===== config.mk =====
export PLATFORM = sky130hd
export DESIGN_NAME = alu_mul_seq
export DESIGN_NICKNAME = d
export VERILOG_FILES = /design/src/rtl/alu_mul_seq.sv
export SDC_FILE = /design/constraint.sdc
export NUM_CORES = 1
export LEC_CHECK = 0
export ABC_AREA = 1
export BUFFER_PORTS_ARGS = -buffer_cell sky130_fd_sc_hd__buf_2
export CAP_MARGIN = 20
export CORE_AREA = 3 3 140 115
export DETAILED_ROUTE_END_ITERATION = 6
export DIE_AREA = 0 0 143 118
export SLEW_MARGIN = 10
export SYNTH_ARGS = -nofsm -noshare
export SYNTH_HDL_FRONTEND = slang
export SYNTH_SLANG_ARGS = --single-unit

===== constraint.sdc =====
create_clock -name clk -period 2 [get_ports clk]
set_clock_uncertainty 0.05 [all_clocks]
set_input_delay 0.6 -clock clk [delete_from_list [all_inputs] [get_ports clk]]
set_output_delay 0.6 -clock clk [all_outputs]
set_load 0.1 [all_outputs]

===== src/rtl/alu_mul_seq.sv =====
// Shift-add 32x32 multiply sequencer that borrows the execute-stage ALU while busy.
// Define MUL_SIGNED_EN to add the mult_signed port and the signed MULT path.
module alu_mul_seq #(
  parameter int WIDTH = 32,
  parameter int CNT_W = 5
) (
  input  logic             clk,
  input  logic             rst_n,
  input  logic             start,
  input  logic [WIDTH-1:0] op_a,
  input  logic [WIDTH-1:0] op_b,
`ifdef MUL_SIGNED_EN
  input  logic             mult_signed,
`endif
  output logic [WIDTH-1:0] alu_a,
  output logic [WIDTH-1:0] alu_b,
  output logic             alu_s0,
  output logic             alu_s1,
  output logic             alu_s2,
  input  logic [WIDTH-1:0] alu_res,
  input  logic             alu_cout_add,
  output logic             busy,
  output logic             done,
  output logic [WIDTH-1:0] product_hi,
  output logic [WIDTH-1:0] product_lo
);

  localparam logic [2:0] IDLE  = 3'd0;
  localparam logic [2:0] CALC  = 3'd1;
  localparam logic [2:0] DONE  = 3'd2;
  localparam logic [2:0] SEL_AND = 3'b000;
  localparam logic [2:0] SEL_ADD = 3'b010;
`ifdef MUL_SIGNED_EN
  localparam logic [2:0] NEGA  = 3'd3;
  localparam logic [2:0] NEGB  = 3'd4;
  localparam logic [2:0] FIXLO = 3'd5;
  localparam logic [2:0] FIXHI = 3'd6;
  localparam logic [2:0] SEL_SUB = 3'b100;
  localparam logic [2:0] SEL_NOR = 3'b111;
`endif

  logic [2:0]       state;
  logic [WIDTH-1:0] mcand, hi, lo;
  logic [CNT_W-1:0] cnt;
  logic [2:0]       sel;
`ifdef MUL_SIGNED_EN
  logic             sgn_mode, sign_a, sign_b, lo_zero;
`endif

  assign product_hi = hi;
  assign product_lo = lo;
  assign {alu_s0, alu_s1, alu_s2} = sel;

  always_comb begin
    alu_a = '0;
    alu_b = '0;
    sel   = SEL_AND;
    case (state)
      CALC: begin
        alu_a = hi;
        alu_b = mcand;
        sel   = SEL_ADD;
      end
`ifdef MUL_SIGNED_EN
      NEGA: begin
        alu_b = mcand;
        sel   = SEL_SUB;
      end
      NEGB, FIXLO: begin
        alu_b = lo;
        sel   = SEL_SUB;
      end
      // 64-bit negate: hi gets -hi when the low word borrowed nothing, else ~hi
      FIXHI: begin
        alu_b = hi;
        if (lo_zero) begin
          sel = SEL_SUB;
        end else begin
          alu_a = hi;
          sel   = SEL_NOR;
        end
      end
`endif
      default: ;
    endcase
  end

  always_ff @(posedge clk or negedge rst_n) begin
    if (!rst_n) begin
      state <= IDLE;
      mcand <= '0;
      hi    <= '0;
      lo    <= '0;
      cnt   <= '0;
      busy  <= 1'b0;
      done  <= 1'b0;
`ifdef MUL_SIGNED_EN
      sgn_mode <= 1'b0;
      sign_a   <= 1'b0;
      sign_b   <= 1'b0;
      lo_zero  <= 1'b0;
`endif
    end else begin
      done <= 1'b0;
      case (state)
        // The done-pulse cycle is seen as DONE from outside, so a start there is dropped.
        IDLE: if (start && !done) begin
          mcand <= op_a;
          lo    <= op_b;
          hi    <= '0;
          cnt   <= '0;
          busy  <= 1'b1;
`ifdef MUL_SIGNED_EN
          sgn_mode <= mult_signed;
          state    <= mult_signed ? NEGA : CALC;
`else
          state <= CALC;
`endif
        end
        CALC: begin
          if (lo[0]) begin
            hi <= {alu_cout_add, alu_res[WIDTH-1:1]};
            lo <= {alu_res[0], lo[WIDTH-1:1]};
          end else begin
            hi <= {1'b0, hi[WIDTH-1:1]};
            lo <= {hi[0], lo[WIDTH-1:1]};
          end
          cnt <= cnt + CNT_W'(1);
          if (cnt == CNT_W'(WIDTH-1)) begin
`ifdef MUL_SIGNED_EN
            state <= sgn_mode ? FIXLO : DONE;
`else
            state <= DONE;
`endif
          end
        end
        DONE: begin
          done  <= 1'b1;
          busy  <= 1'b0;
          state <= IDLE;
        end
`ifdef MUL_SIGNED_EN
        NEGA: begin
          sign_a <= mcand[WIDTH-1];
          if (mcand[WIDTH-1]) mcand <= alu_res;
          state <= NEGB;
        end
        NEGB: begin
          sign_b <= lo[WIDTH-1];
          if (lo[WIDTH-1]) lo <= alu_res;
          state <= CALC;
        end
        FIXLO: begin
          if (sign_a ^ sign_b) lo <= alu_res;
          lo_zero <= (lo == '0);
          state   <= FIXHI;
        end
        FIXHI: begin
          if (sign_a ^ sign_b) hi <= alu_res;
          state <= DONE;
        end
`endif
        default: state <= IDLE;
      endcase
    end
  end

endmodule


==> results.sh, run 1 <==
export IMPL_die_w_microns=143
export IMPL_die_area_sq_mm=0.0169
export IMPL_violations="setup timing"
export IMPL_drtIter0Drc=292
export IMPL_worstPathMaxFanout=5
export IMPL_syn_area_per_cell_sq_um=7.67
export IMPL_dp_hpwl_microns=11400
export IMPL_grt_max_degree=71
export IMPL_ys_seq_area_frac=0.511
export IMPL_drv_slew=0
export IMPL_synth_top_cell_area_share=0.511
export IMPL_clkSinkCount=105
export IMPL_crit_family="buffers and inverters"
export IMPL_htreeDepth=3
export IMPL_synth_top_cell_by_area="dfrtp_1"
export IMPL_ios=233
export IMPL_relSlewSlack=0.658
export IMPL_rows=40
export IMPL_wire_per_inst_microns=14.9
export IMPL_place_ws_ns=0.138
export IMPL_drc=0
export IMPL_place_gp_congestion=0.793
export IMPL_slowest_stage="dfrtp_1"
export IMPL_nets=998
export IMPL_hold_class="primary input to async pin"
export IMPL_numCtsBuffers=9
export IMPL_core_area_sq_mm=0.0149
export IMPL_max_stage_delay_ns=0.37
export IMPL_critPathMostFrequentCell="buf_12"
export IMPL_ant_nets=0
export IMPL_synth_area_leaders="dfrtp_1 51%, nand2_1 15%, nor2_1 7.5%"
export IMPL_grt_use_total=0.187
export IMPL_cts_tree="done"
export IMPL_synthesis_instances=670
export IMPL_drv_cap=0
export IMPL_root_buffer="clkbuf_16"
export IMPL_cp_cell_sequence="inv_2 > nand2_8 > buf_12 > clkbuf_16 > nor2_4 > buf_12"
export IMPL_setup_viol=65
export IMPL_synthFlopType="dfrtp_1"
export IMPL_period_needed_ns=2.17
export IMPL_crit_type="register to output port"
export IMPL_arrival_ns=1.52
export IMPL_dr_pass1_iters=4
export IMPL_grt_pass1_wl_microns=25600
export IMPL_start_util=0.346
export IMPL_syn_to_final_growth_pct=68.4
export IMPL_layout_drive_gt1_share=0.432
export IMPL_required_ns=1.35
export IMPL_grt_pass1_vias=4878
export IMPL_cp_num_buf_inv=4
export IMPL_tightest_slew_ns=0.516
export IMPL_yosysUniqueCellTypes=21
export IMPL_routed_wl_microns=16300
export IMPL_ys_top_cells_by_count="203 x nand2_1, 105 x dfrtp_1, 102 x nor2_1"
export IMPL_status="complete, but fails checks"
export IMPL_gr_total_overflow=0
export IMPL_vias=5151
export IMPL_finalHoldViolations=0
export IMPL_yosysMostFrequentCell="nand2_1"
export IMPL_rsz0062_at_grt="yes"
export IMPL_fmax_mhz=461
export IMPL_min_period_over_period=1.09
export IMPL_antenna_found_initial=1
export IMPL_syn_area_sq_mm=0.00514
export IMPL_ys_async_sr_fraction=1.00
export IMPL_via_per_inst=4.72
export IMPL_synth_seq_cells=105
export IMPL_setup_slack_ns=-0.170
export IMPL_holdBufCountCts=0
export IMPL_clk_latency_ns=0.35
export IMPL_cp_start_kind="register"
export IMPL_ys_warn_count=0
export IMPL_critPathCaptureType="output port"
export IMPL_cts_reportedPaths_clkPinSlew_ns=0.07
export IMPL_synth_edf_count=0
export IMPL_die_h_microns=118
export IMPL_place_port_buffers=230
export IMPL_cts_path_max_buffers=2
==> timing repair <==
item	4_1_cts	5_1_grt
setup buffers	3	6
resized for setup	5	8
endpoints found under the setup margin	64	65
pin swaps	0	33
cloned	2	4
==> metal layers <==
layer	track usage	wire [microns]	up-vias
met4	0.0457	193	0
met5	0	0	-
met3	0.0561	1390	20
met2	0.302	7870	205
met1	0.245	6840	2385
li1	-	-	2541
==> registers in the layout, indices dropped and copies added, names as in the netlist <==
name	cells
state	2
cnt	5
busy	1
done	1
product_hi	32
mcand	32
product_lo	32
==> per-stage QoR <==
stage	cells	hold WS, ns	setup TNS [ns]	utilization	instance area, sq um
floorplan	671	0.254	-0.00811	-	5710
global placement	1059	0.440	0	0.542	8060
detailed placement	1059	0.462	0	0.542	8060
CTS	1080	0.0973	-9.45	0.569	8460
global route	1091	0.0996	-13.59	0.582	8650
finish	1091	0.0948	-9.28	0.582	8650
==> path summary, 6_finish.rpt <==
path                                from             end  slack, ns  cells past startpoint
worst max-delay path            state[1]       alu_a[22]      -0.17                      6
worst min-delay path               rst_n   product_lo[7]       0.09                      1
worst max register to register  state[1]  product_hi[13]       0.35                      8
worst min register to register  state[0]            done       0.47                      1
max in group asynchronous          rst_n   product_hi[1]       1.30                      2
min in group clk                op_a[15]       mcand[15]       0.44                      3
==> layout by cell type (no fill, tap or decap), types with 2 or more instances in the layout <==
cell type / synthesis / final
nand2_1: 203 / 202
buf_2: 23 / 163
buf_12: 0 / 75
dfrtp_1: 105 / 72
inv_1: 66 / 66
nor2_4: 0 / 64
nor2_1: 102 / 38
nand3_1: 38 / 38
dfrtp_2: 0 / 33
o211ai_1: 31 / 31
o21ai_0: 24 / 24
a21oi_1: 23 / 23
o21ai_1: 12 / 12
clkbuf_16: 0 / 12
buf_4: 6 / 11
a21oi_2: 10 / 10
buf_16: 0 / 5
buf_8: 0 / 3
inv_2: 3 / 2
ha_1: 2 / 2
conb_1: 1 / 2
inv_6: 0 / 2
==> final cells by class <==
type,instances,area [sq um]
clock inverters,5,61.3
diodes,1,2.50
clock buffers,11,243
well taps,189,236
fillers,1311,6210
repair buffers,261,2670
flip-flops and latches,105,2670
inverters,69,262
multi-input cells,450,2510
==> cells by family (layout without fill, tap and decap cells) <==
family | count (synthesis) | count (layout) | share of synthesized area
fa+ha+maj | 2 | 2 | 0.00487
flops | 105 | 105 | 0.511
other cells | 1 | 3 | 0.000730
simple gates | 346 | 346 | 0.264
buf+inv | 116 | 346 | 0.0991
compound gates | 100 | 100 | 0.120
Power of run 1 is left out: the tool's default activity adds up to more than one toggle a clock period on the data nets, which glitch-free logic cannot reach.
==> run 2: changes to the inputs <==
--- a/config.mk
+++ b/config.mk
@@ -9,8 +9,10 @@
 export BUFFER_PORTS_ARGS = -buffer_cell sky130_fd_sc_hd__buf_2
 export CAP_MARGIN = 20
 export CORE_AREA = 3 3 140 115
+export CTS_BUF_LIST = sky130_fd_sc_hd__clkbuf_8
 export DETAILED_ROUTE_END_ITERATION = 6
 export DIE_AREA = 0 0 143 118
+export SETUP_SLACK_MARGIN = 0.02
 export SLEW_MARGIN = 10
 export SYNTH_ARGS = -nofsm -noshare
 export SYNTH_HDL_FRONTEND = slang
==> run 2 against run 1 <==
  * Global-route usage decreased by 0.23 points
  * Die area unchanged
  * Clock-buffer cell count decreased by 1
  * Critical path depth decreased by 1
  * Design area decreased by 2.9%
  * Sequential share of layout area increased by 0.93 points
  * Largest cell class unchanged
  * Cell count decreased by 0.46%
  * Setup slack about the same
  * The run still ends with setup timing left
  * Sequential cell count unchanged
  * Via count decreased by 1.2%
  * Non-clock buffer count decreased by 5
==> results.sh, run 2 (synthesized netlist as in run 1, its figures left out) <==
export IMPL_status="complete, but fails checks"
export IMPL_violations="setup timing"
export IMPL_ios=233
export IMPL_finalHoldViolations=0
export IMPL_period_needed_ns=2.17
export IMPL_layout_commonest_cell="nand2_1"
export IMPL_cts_tree="done"
export IMPL_grt_use_total=0.184
export IMPL_rsz0062_at_grt="yes"
export IMPL_relSlewSlack=0.654
export IMPL_clkSinkCount=105
export IMPL_setup_slack_ns=-0.170
export IMPL_antenna_cells=0
export IMPL_drc=0
export IMPL_drv_slew=0
export IMPL_cp_cell_sequence="inv_4 > nand2_8 > clkbuf_16 > nor2_4 > buf_12"
export IMPL_ant_nets=0
export IMPL_fmax_mhz=461
export IMPL_vias=5089
export IMPL_cts_path_max_buffers=2
export IMPL_rr_endpoint="product_hi[0]"
export IMPL_tightest_slew_ns=0.523
export IMPL_grt_pass1_vias=4699
export IMPL_critPathCaptureType="output port"
export IMPL_crit_family="buffers and inverters"
export IMPL_die_area_sq_mm=0.0169
export IMPL_cp_depth=5
export IMPL_via_per_inst=4.69
export IMPL_setup_viol=65
export IMPL_die_w_microns=143
export IMPL_worstPathMaxFanout=8
export IMPL_grt_max_degree=70
export IMPL_min_period_over_period=1.08
export IMPL_clk_latency_ns=0.37
export IMPL_drv_cap=0
export IMPL_gr_total_overflow=0
export IMPL_max_stage_delay_ns=0.41
export IMPL_slowest_stage="dfrtp_1"
export IMPL_antenna_found_initial=0
export IMPL_r2r_start="state[1]"
export IMPL_die_h_microns=118
export IMPL_start_util=0.346
export IMPL_wire_per_inst_microns=14.5
export IMPL_reg2reg_depth=7
export IMPL_syn_to_final_growth_pct=63.5
export IMPL_layout_drive_gt1_share=0.427
export IMPL_arrival_ns=1.52
export IMPL_htreeDepth=3
export IMPL_place_gp_congestion=0.805
export IMPL_root_buffer="clkbuf_8"
export IMPL_cp_num_buf_inv=3
export IMPL_hold_class="primary input to async pin"
export IMPL_cp_start_kind="register"
export IMPL_nets=994
export IMPL_numCtsBuffers=9
export IMPL_routed_wl_microns=15800
export IMPL_ff2ff_setup_slack_ns=0.35
export IMPL_dp_hpwl_microns=11200
export IMPL_required_ns=1.35
export IMPL_final_core_util=0.565
export IMPL_core_area_sq_mm=0.0149
export IMPL_crit_type="register to output port"
export IMPL_multi_input_area_sq_mm=0.00252
export IMPL_drtIter0Drc=219
export IMPL_n_fill_cell=1314
export IMPL_dr_pass1_iters=4
export IMPL_regArea_sq_mm=0.00267
export IMPL_grt_pass1_wl_microns=25000
export IMPL_layout_common_cells="202 x nand2_1, 163 x buf_2, 72 x dfrtp_1, 71 x buf_12, 69 x inv_1"
export IMPL_rows=40
export IMPL_place_port_buffers=230
export IMPL_cts_reportedPaths_clkPinSlew_ns=0.10
run 2: cell types whose count changed in the layout (fill, tap and decap cells not counted), moves of 2 or more:
cell | previous run | this run
inv_6 | 2 | 0
buf_4 | 11 | 13
buf_8 | 3 | 0
clkbuf_8 | 1 | 10
clkbuf_16 | 12 | 3
inv_1 | 66 | 69
buf_12 | 75 | 71
run 2: what timing repair did:
action,CTS,global route
setup buffers,5,1
pin swaps,2,8
resized for setup,7,3
gates cloned,1,4
hold buffers,0,0
endpoints found under the setup margin,66,65
run 2: worst max path at each step:
stage	from	to
5_1_grt	state[1]	alu_b[10]
2_1_floorplan	state[1]	alu_a[10]
4_1_cts	state[1]	alu_a[11]
3_5_place_dp	state[1]	alu_a[11]
3_3_place_gp	state[1]	alu_a[10]
6_report	state[1]	alu_a[13]
run 2: layout make-up:
| type | instances | share of cell area |
|---|---|---|
| clock buffers | 10 | 0.0164 |
| flip-flops and latches | 105 | 0.318 |
| repair buffers | 256 | 0.303 |
| clock inverters | 6 | 0.00343 |
| well taps | 189 | 0.0282 |
| inverters | 69 | 0.0314 |
| multi-input cells | 451 | 0.300 |
run 2: metrics by stage:
step	std cells	worst slack, ns	TNS (ns)	cell area, sq um	hold WS [ns]
2_1_floorplan	671	0.00572	0	5720	0.254
3_3_place_gp	1059	0.158	0	8040	0.437
3_5_place_dp	1059	0.140	0	8040	0.458
4_1_cts	1081	-0.200	-11.42	8290	0.0801
5_1_grt	1086	-0.243	-14.62	8400	0.0898
6_report	1086	-0.170	-9.46	8400	0.0908
run 2: metal layers:
metal | share of wire | wire [microns] | GRT usage | vias up
li1 | - | - | - | 2541
met1 | 0.43 | 6780 | 0.245 | 2351
met5 | 0 | 0 | 0 | -
met4 | 0.012 | 197 | 0.0433 | 0
met3 | 0.10 | 1650 | 0.0804 | 13
met2 | 0.45 | 7150 | 0.277 | 184
Power of run 2 is left out for the same reason.
==> run 3: changes to the inputs <==
--- a/config.mk
+++ b/config.mk
@@ -12,6 +12,7 @@
 export CTS_BUF_LIST = sky130_fd_sc_hd__clkbuf_8
 export DETAILED_ROUTE_END_ITERATION = 6
 export DIE_AREA = 0 0 143 118
+export GPL_TIMING_DRIVEN = 0
 export SETUP_SLACK_MARGIN = 0.02
 export SLEW_MARGIN = 10
 export SYNTH_ARGS = -nofsm -noshare
==> run 3 against run 2 <==
  * First-iteration DRC count increased by 48%
  * Critical path depth increased by 1
  * Setup slack got worse by 0.024 ns
  * The run still ends with setup timing left
  * Sequential share of layout area decreased by 0.26 points
  * Sequential cell count unchanged
  * Core utilization increased by 0.44 points
==> results.sh, run 3 (synthesized netlist as in run 1, its figures left out) <==
export IMPL_status="complete, but fails checks"
export IMPL_violations="setup timing"
export IMPL_syn_to_final_growth_pct=64.7
export IMPL_numCtsBuffers=9
export IMPL_fin_hold_ws_ns=0.0709
export IMPL_place_gp_congestion=0.797
export IMPL_rows=40
export IMPL_cts_reportedPaths_clkPinSlew_ns=0.10
export IMPL_required_ns=1.35
export IMPL_place_port_buffers=230
export IMPL_critPathCaptureType="output port"
export IMPL_met1_length_microns=7320
export IMPL_relSlewSlack=0.654
export IMPL_drv_cap=0
export IMPL_setup_slack_ns=-0.194
export IMPL_dr_pass1_iters=4
export IMPL_gr_total_overflow=0
export IMPL_period_needed_ns=2.19
export IMPL_grt_max_degree=67
export IMPL_antenna_cells=0
export IMPL_grt_pass1_wl_microns=27600
export IMPL_cp_start_kind="register"
export IMPL_drv_slew=0
export IMPL_ant_nets=0
export IMPL_dp_hpwl_microns=12300
export IMPL_fmax_mhz=456
export IMPL_finalHoldViolations=0
export IMPL_nets=1025
export IMPL_setup_tns_ns=-10.94
export IMPL_holdBufCountCts=0
export IMPL_crit_type="register to output port"
export IMPL_drtIter0Drc=324
export IMPL_layout_common_cells="203 x nand2_1, 177 x buf_2, 73 x dfrtp_1, 70 x buf_12, 70 x inv_1"
export IMPL_rsz0062_at_grt="yes"
export IMPL_drc=0
export IMPL_cts_tree="done"
export IMPL_arrival_ns=1.54
export IMPL_clkSinkCount=105
export IMPL_final_area_sq_mm=0.00846
export IMPL_grt_use_total=0.204
export IMPL_min_period_over_period=1.10
export IMPL_tightest_slew_ns=0.523
export IMPL_clk_latency_ns=0.38
export IMPL_wire_per_inst_microns=15.3
export IMPL_die_w_microns=143
export IMPL_final_cell_count_no_fill=1117
export IMPL_place_area_sq_mm=0.00714
export IMPL_die_h_microns=118
export IMPL_ios=233
export IMPL_layout_drive_gt1_share=0.427
export IMPL_met3_length_microns=1560
export IMPL_hold_class="primary input to async pin"
export IMPL_die_area_sq_mm=0.0169
export IMPL_start_util=0.346
export IMPL_grt_pass1_vias=5102
export IMPL_routed_wl_microns=17100
export IMPL_core_area_sq_mm=0.0149
export IMPL_vias=5273
export IMPL_top_layer="met4"
export IMPL_setup_viol=65
export IMPL_htreeDepth=3
export IMPL_root_buffer="clkbuf_8"
export IMPL_layout_commonest_cell="nand2_1"
export IMPL_dpl_cell_count=1091
export IMPL_cts_path_max_buffers=2
export IMPL_antenna_found_initial=0
export IMPL_wl_met2_microns=8070
export IMPL_worstPathMaxFanout=10
export IMPL_via_per_inst=4.72
[run 3: cell count changes in the layout (fill, tap and decap cells not counted), sizes merged]
cell	before	now
bufinv	0	1
inv	72	73
clkinv	2	0
buf	253	276
clkbuf	13	22
nand2	205	204
[run 3: stage by stage]
stage                util  setup WS [ns]
floorplan               -        0.00572
global placement    0.478          -1.25
detailed placement  0.480         -0.173
CTS                 0.564         -0.252
global route        0.569         -0.282
finish              0.569         -0.194
[run 3: final timing paths]
check	slack (ns)	cells after the start	to	startpoint
max reg2reg	0.31	6	product_hi[27]	state[0]
min	0.07	1	product_lo[8]	rst_n
max in group asynchronous	1.17	2	product_lo[26]	rst_n
min in group clk	0.41	3	mcand[14]	op_a[14]
min reg2reg	0.47	2	busy	busy
max	-0.19	6	alu_a[29]	state[1]
[run 3: cell type report]
type	count	area, sq um
Sequential cell	105	2670
Fill cell	1354	6400
Buffer	47	367
Clock inverter	6	52.6
Timing Repair Buffer	241	2250
Multi-Input combinational cell	450	2490
Clock buffer	10	138
Tap cell	189	236
Inverter	69	267
[run 3: critical path: stages, from the launching register on]
cell	delay [ns]
dfrtp_1	0.38
inv_2	0.07
nand2_4	0.06
buf_12	0.16
buf_12	0.16
nor2_4	0.14
buf_12	0.18
[run 3: timing repair]
item,CTS,global route
buffers inserted,4,6
setup endpoints to repair,66,65
pin swaps,6,16
gates resized for setup,274,7
[run 3: metal layers]
| layer | vias up | GRT usage |
|---|---|---|
| met2 | 187 | 0.316 |
| met1 | 2480 | 0.276 |
| li1 | 2593 | - |
| met4 | 0 | 0.0362 |
| met5 | - | 0 |
| met3 | 13 | 0.0760 |
Power of run 3 is left out for the same reason.
